==> config.mk <==
export PLATFORM = sky130hd
export DESIGN_NAME = sdc_data_sequencer_flat
export DESIGN_NICKNAME = d
export VERILOG_FILES = /design/src/rtl/sdc_data_sequencer_if.sv /design/src/rtl/sdc_data_sequencer.sv /design/src/flat_wrapper.sv
export SDC_FILE = /design/constraint.sdc
export NUM_CORES = 1
export LEC_CHECK = 0
export ABC_AREA = 1
export CAP_MARGIN = 20
export CORE_ASPECT_RATIO = 1.5
export CORE_MARGIN = 2
export CORE_UTILIZATION = 55
export DETAILED_ROUTE_END_ITERATION = 6
export PLACE_DENSITY_LB_ADDON = 0.12
export SETUP_SLACK_MARGIN = 0.02
export SYNTH_ARGS = -nofsm -noshare
export SYNTH_HDL_FRONTEND = slang
export SYNTH_SLANG_ARGS = --single-unit
==> constraint.sdc <==
create_clock -name clk -period 1.95 [get_ports clk]
set_input_delay 0.195 -clock clk [delete_from_list [all_inputs] [get_ports clk]]
set_output_delay 0.195 -clock clk [all_outputs]
set_load 0.05 [all_outputs]
==> src/rtl/sdc_data_sequencer_if.sv <==
// Handshake bundle between an SD-card data path controller and its beat sequencer.
// blockCount exists only when SDC_SEQ_MULTIBLOCK_EN is defined.
interface sdc_data_sequencer_if;
    logic        start;
    logic        count;
    logic        abort;
`ifdef SDC_SEQ_MULTIBLOCK_EN
    logic [15:0] blockCount;
`endif
    logic        shift;
    logic        load;
    logic        byteDone;
    logic        blockDone;
    logic        crcDone;
    logic        done;
    logic        busy;
    logic [2:0]  phase;

    modport master (
`ifdef SDC_SEQ_MULTIBLOCK_EN
        output blockCount,
`endif
        output start, count, abort,
        input  shift, load, byteDone, blockDone, crcDone, done, busy, phase
    );

    modport slave (
`ifdef SDC_SEQ_MULTIBLOCK_EN
        input  blockCount,
`endif
        input  start, count, abort,
        output shift, load, byteDone, blockDone, crcDone, done, busy, phase
    );
endinterface

==> src/rtl/sdc_data_sequencer.sv <==
// Beat sequencer for SD-card block data: start bit, data beats, CRC beats, end bit.
// Define SDC_SEQ_MULTIBLOCK_EN to repeat blocks per blockCount; otherwise one block per transfer.
module sdc_data_sequencer #(
    parameter int BLOCK_BYTES = 512,
    parameter int BUS_WIDTH   = 1,
    parameter int CRC_BITS    = 16
) (
    input  logic                 clk,
    input  logic                 resetCounter,
    sdc_data_sequencer_if.slave  seq_bus
);
    localparam int BPB   = 8 / BUS_WIDTH;
    localparam int DB    = BLOCK_BYTES * BPB;
    localparam int BPB_W = $clog2(BPB);
    // Widened when CRC_BITS exceeds the data beat count so the CRC phase never wraps.
    localparam int CW    = (($clog2(DB) > $clog2(CRC_BITS)) ? $clog2(DB) : $clog2(CRC_BITS)) + 1;

    typedef enum logic [2:0] {
        S_IDLE  = 3'd0,
        S_START = 3'd1,
        S_DATA  = 3'd2,
        S_CRC   = 3'd3,
        S_END   = 3'd4
    } state_t;

    state_t        r_state, w_state_nxt;
    logic [CW-1:0] r_cnt, w_cnt_nxt;
    logic [15:0]   r_blocks_left, w_blocks_nxt;
    logic [15:0]   w_block_count;
    logic          r_load, r_byte_done, r_block_done, r_crc_done, r_done, r_busy;
    logic          w_load, w_byte_done, w_block_done, w_crc_done, w_done;
    logic          w_byte_end, w_data_last, w_crc_last;

`ifdef SDC_SEQ_MULTIBLOCK_EN
    assign w_block_count = (seq_bus.blockCount == 16'd0) ? 16'd1 : seq_bus.blockCount;
`else
    assign w_block_count = 16'd1;
`endif

    assign w_byte_end  = (r_cnt[BPB_W-1:0] == BPB_W'(BPB - 1));
    assign w_data_last = (r_cnt == CW'(DB - 1));
    assign w_crc_last  = (r_cnt == CW'(CRC_BITS - 1));

    always_comb begin
        // NOTE: every target gets a default first so no path through the case infers a latch.
        w_state_nxt  = r_state;
        w_cnt_nxt    = r_cnt;
        w_blocks_nxt = r_blocks_left;
        w_load       = 1'b0;
        w_byte_done  = 1'b0;
        w_block_done = 1'b0;
        w_crc_done   = 1'b0;
        w_done       = 1'b0;

        if (seq_bus.abort) begin
            w_state_nxt  = S_IDLE;
            w_cnt_nxt    = '0;
            w_blocks_nxt = '0;
        end else begin
            case (r_state)
                S_IDLE: begin
                    if (seq_bus.start) begin
                        w_state_nxt  = S_START;
                        w_cnt_nxt    = '0;
                        w_blocks_nxt = w_block_count;
                        w_load       = 1'b1;
                    end
                end
                S_START: begin
                    if (seq_bus.count) begin
                        w_state_nxt = S_DATA;
                        w_cnt_nxt   = '0;
                    end
                end
                S_DATA: begin
                    if (seq_bus.count) begin
                        if (w_data_last) begin
                            w_state_nxt  = S_CRC;
                            w_cnt_nxt    = '0;
                            w_byte_done  = 1'b1;
                            w_block_done = 1'b1;
                        end else begin
                            w_cnt_nxt = r_cnt + CW'(1);
                            if (w_byte_end) begin
                                w_byte_done = 1'b1;
                                w_load      = 1'b1;
                            end
                        end
                    end
                end
                S_CRC: begin
                    if (seq_bus.count) begin
                        if (w_crc_last) begin
                            w_state_nxt = S_END;
                            w_cnt_nxt   = '0;
                            w_crc_done  = 1'b1;
                        end else begin
                            w_cnt_nxt = r_cnt + CW'(1);
                        end
                    end
                end
                S_END: begin
                    if (seq_bus.count) begin
                        w_cnt_nxt = '0;
                        if (r_blocks_left > 16'd1) begin
                            w_state_nxt  = S_START;
                            w_blocks_nxt = r_blocks_left - 16'd1;
                            w_load       = 1'b1;
                        end else begin
                            w_state_nxt  = S_IDLE;
                            w_blocks_nxt = '0;
                            w_done       = 1'b1;
                        end
                    end
                end
                default: w_state_nxt = S_IDLE;
            endcase
        end
    end

    always_ff @(posedge clk) begin
        // NOTE: non-blocking updates let every register sample pre-edge values; reset is tested inside the clocked block because it is synchronous.
        if (resetCounter) begin
            r_state       <= S_IDLE;
            r_cnt         <= '0;
            r_blocks_left <= '0;
            r_load        <= 1'b0;
            r_byte_done   <= 1'b0;
            r_block_done  <= 1'b0;
            r_crc_done    <= 1'b0;
            r_done        <= 1'b0;
            r_busy        <= 1'b0;
        end else begin
            r_state       <= w_state_nxt;
            r_cnt         <= w_cnt_nxt;
            r_blocks_left <= w_blocks_nxt;
            r_load        <= w_load;
            r_byte_done   <= w_byte_done;
            r_block_done  <= w_block_done;
            r_crc_done    <= w_crc_done;
            r_done        <= w_done;
            r_busy        <= (w_state_nxt != S_IDLE);
        end
    end

    assign seq_bus.shift     = seq_bus.count & ((r_state == S_DATA) || (r_state == S_CRC));
    assign seq_bus.load      = r_load;
    assign seq_bus.byteDone  = r_byte_done;
    assign seq_bus.blockDone = r_block_done;
    assign seq_bus.crcDone   = r_crc_done;
    assign seq_bus.done      = r_done;
    assign seq_bus.busy      = r_busy;
    assign seq_bus.phase     = r_state;
endmodule

==> src/flat_wrapper.sv <==
// flat-port wrapper written by rule: the top's interface ports become plain ports
module sdc_data_sequencer_flat 
#(
    parameter int BLOCK_BYTES = 512,
    parameter int BUS_WIDTH   = 1,
    parameter int CRC_BITS    = 16
)
  (clk, resetCounter, seq_bus_start, seq_bus_count, seq_bus_abort, seq_bus_shift, seq_bus_load, seq_bus_byteDone, seq_bus_blockDone, seq_bus_crcDone, seq_bus_done, seq_bus_busy, seq_bus_phase);
  sdc_data_sequencer_if seq_bus_i ();
  input  logic clk;
  input  logic resetCounter;
  input wire logic [$bits(seq_bus_i.start)-1:0] seq_bus_start;
  input wire logic [$bits(seq_bus_i.count)-1:0] seq_bus_count;
  input wire logic [$bits(seq_bus_i.abort)-1:0] seq_bus_abort;
  output wire logic [$bits(seq_bus_i.shift)-1:0] seq_bus_shift;
  output wire logic [$bits(seq_bus_i.load)-1:0] seq_bus_load;
  output wire logic [$bits(seq_bus_i.byteDone)-1:0] seq_bus_byteDone;
  output wire logic [$bits(seq_bus_i.blockDone)-1:0] seq_bus_blockDone;
  output wire logic [$bits(seq_bus_i.crcDone)-1:0] seq_bus_crcDone;
  output wire logic [$bits(seq_bus_i.done)-1:0] seq_bus_done;
  output wire logic [$bits(seq_bus_i.busy)-1:0] seq_bus_busy;
  output wire logic [$bits(seq_bus_i.phase)-1:0] seq_bus_phase;
  assign seq_bus_i.start = seq_bus_start;
  assign seq_bus_i.count = seq_bus_count;
  assign seq_bus_i.abort = seq_bus_abort;
  assign seq_bus_shift = seq_bus_i.shift;
  assign seq_bus_load = seq_bus_i.load;
  assign seq_bus_byteDone = seq_bus_i.byteDone;
  assign seq_bus_blockDone = seq_bus_i.blockDone;
  assign seq_bus_crcDone = seq_bus_i.crcDone;
  assign seq_bus_done = seq_bus_i.done;
  assign seq_bus_busy = seq_bus_i.busy;
  assign seq_bus_phase = seq_bus_i.phase;
  sdc_data_sequencer #(.BLOCK_BYTES(BLOCK_BYTES), .BUS_WIDTH(BUS_WIDTH), .CRC_BITS(CRC_BITS)) u_core (.clk(clk), .resetCounter(resetCounter), .seq_bus(seq_bus_i));
endmodule
==> flow_summary.ini <==
[synthesis]
syn_avg_cell_area_um2 = 6.66
synthesis.area_um2 = 2250
syn_inst = 338
yosysMostFrequentCell = nand2_1
synthesis.nets = 347
ys_seq_elements = 38
synth_area_leader_cell = dfxtp_1
synth_top_cells_by_count = nand2_1 (77), nor2_1 (64), inv_1 (47)
synth_top_area_share_pct = 33.8
synth_seq_area_share_pct = 33.8
synth_edf_count = 0
ys_top_cells_by_area = dfxtp_1 (34%), nand2_1 (13%), nor2_1 (11%)
synth.distinct_cells = 32
async_flop_share_pct = 0
synth_ff_type = dfxtp_1
yosys_warnings = 0

[sta]
min_period_ps = 1810
whs_ps = 470
hold_viol = 0
fmax_ghz = 0.553
slew_headroom_pct = 65.9
grt_setup_unrepaired = no
finClkSkew_ps = 8.83
fin_ws_ps = 142
setup_viol = 0
drv_slew = 0
period_share_pct = 92.7
tightest_slew_ps = 509
fin_setup_tns_ps = 0

[worst_setup_path]
crit_chain = clkdlybuf4s50_1
critPathMaxFanout = 6
crit_path_start_kind = flop
critPathKind = flop to output pin
endpoint_kind = output pin
cpPeakStageDelay_ps = 860
critical_path_required_ps = 1750
crit_path_top_delay_cell = clkdlybuf4s50_1
cp.arrival_ps = 1610
cpLargestDelayFamily = buffers and inverters
critPathBufInv = 1

[final_layout]
n_antenna_cell = 0
final_layout_size_suffix_gt1_share_pct = 12.3
multi_input_area_um2 = 1250
layout.nets = 366
syn_to_final_growth_pct = 12.7
fin_util_pct = 64.6
fillers = 386
seqCellArea_um2 = 761

[routing]
wl_mm = 4.76
drt-initial-drc-count = 66
ant_nets = 0
drc = 0
vias = 2079
dr.pass1.iters = 4
vias_per_cell = 5.16
wire_per_inst_um = 11.8

[clocking]
worstSkewPairLatency_ps = 290
cts_tree = yes
clock_path_buffers = 2
cts.reportedPaths.clkPinSlew_ps = 80
postCtsSetupRepairBufs = 0
clock_sinks = 38
cts-resized-gates = 0
cts_root_buf = clkbuf_8
htree_levels = 2
hold_buffers = 0
numCtsBuffers = 5

[grt]
overflow = 0
grt_pass1_vias = 1991
grt_pass1_wl_mm = 8.32
grtUsageTotal_pct = 22.8
grt_max_degree = 20
antenna_found_initial = 0

[power_and_ir_drop]
power-per-cell-area_nw_per_um2 = 649
p_int_mw = 1.17
p_sw_mw = 0.472
p_sw_share_pct = 28.7
peakVddDrop_mv = 0.553
p_leak_nw = 1.13
seqPwrFrac_pct = 49.0
combPwrFrac_pct = 17.0
clock_power_share_pct = 34.0

[floorplan]
die_h_um = 82.3
die_area_um2 = 4630
io_pins = 15
std_cell_rows = 28
coreArea_um2 = 3920
die_x_um = 56.2
initial_core_util_pct = 57.3

[placement]
gp_congestion = 0.869
place_ws_ps = 172
hpwl_mm = 3.82
port_buffers = 14

[outcome]
status = finished clean

[worst_hold_path]
worstHoldPathType = flop to flop

[job]
max_cap_viol_count = 0
==> area by class of cell <==
| cell class | instances | area share, % |
|---|---|---|
| clock inverters | 1 | 0.197 |
| repair buffers | 17 | 7.31 |
| inverters | 50 | 7.50 |
| well taps | 45 | 2.22 |
| clock buffers | 7 | 3.41 |
| multi-input cells | 245 | 49.4 |
| flip-flops and latches | 38 | 30.0 |
==> power groups by stage <==
stage / sequential, mW / clock (mW) / combinational [mW]
after floorplan: 0.833 / 0 / 0.213
after CTS: 0.807 / 0.573 / 0.281
after detailed placement: 0.825 / 0 / 0.279
final: 0.807 / 0.559 / 0.280
after global placement: 0.824 / 0 / 0.275
after global routing: 0.809 / 0.598 / 0.320
==> per-stage QoR <==
| step | power [mW] | cell area [um^2] | std cells |
|---|---|---|---|
| floorplan | 1.05 | 2250 | 338 |
| CTS | 1.66 | 2530 | 403 |
| global placement | 1.10 | 2440 | 395 |
| global route | 1.73 | 2530 | 403 |
| finish | 1.65 | 2530 | 403 |
| detailed placement | 1.10 | 2440 | 395 |
==> state kept, by name, indices dropped and copies added (netlist names) <==
name and count:
u_core.r_cnt 13, u_core.seq_bus.done 1, u_core.seq_bus.byteDone 1, u_core.seq_bus.busy 1
u_core.seq_bus.blockDone 1, u_core.seq_bus.phase 3, u_core.seq_bus.crcDone 1, u_core.seq_bus.load 1
u_core.r_blocks_left 16
==> tightest hold or removal path: stages (launching register included) <==
cell	delay (ps)
dfxtp_1	310
nand2_1	70
a21oi_2	40
==> placed cells by master, fill, tap and decap left out, drive strengths merged <==
master          n
nor3           14
inv            50
clkdlybuf4s50  13
nand3          30
nand2          82
a21oi          17
and3            1
or2             2
dfxtp          38
clkinv          1
clkbuf          7
nor2           70
o21bai          2
buf             4
o211ai          1
o22ai           1
nand4           8
xor2            4
ha              4
nand3b          1
o21ai           8
==> cell families after synthesis <==
group / count (synthesis) / synth area share (%)
AND/OR/NAND/NOR: 208 / 43.6
buffers and inverters: 55 / 10.8
flip-flops: 38 / 33.8
AO/OA/AOI/OAI: 29 / 8.01
XOR/XNOR: 4 / 1.56
adder cells (fa/ha/maj): 4 / 2.22
==> layer usage <==
layer / share of wire [%] / global-route usage [%] / routed length [um]
met5: 0 / 0 / 0
met3: 2.1 / 3.58 / 99
met1: 39 / 22.4 / 1840
met2: 57 / 46.6 / 2710
met4: 2.2 / 9.76 / 104
==> path summary, 6_finish.rpt <==
check | start | end | slack [ps] | depth (start not counted)
max | u_core.seq_bus.phase[0]$_SDFF_PP0_ | seq_bus_phase[0] | 140 | 1
min | u_core.r_blocks_left[4]$_SDFFE_PP0P_ | u_core.r_blocks_left[4]$_SDFFE_PP0P_ | 470 | 2
max reg2reg | u_core.r_cnt[0]$_SDFFE_PP0P_ | u_core.r_cnt[4]$_SDFFE_PP0P_ | 300 | 8
min reg2reg | u_core.r_blocks_left[4]$_SDFFE_PP0P_ | u_core.r_blocks_left[4]$_SDFFE_PP0P_ | 470 | 2
No activity file was read; power rests on OpenSTA's default activity.
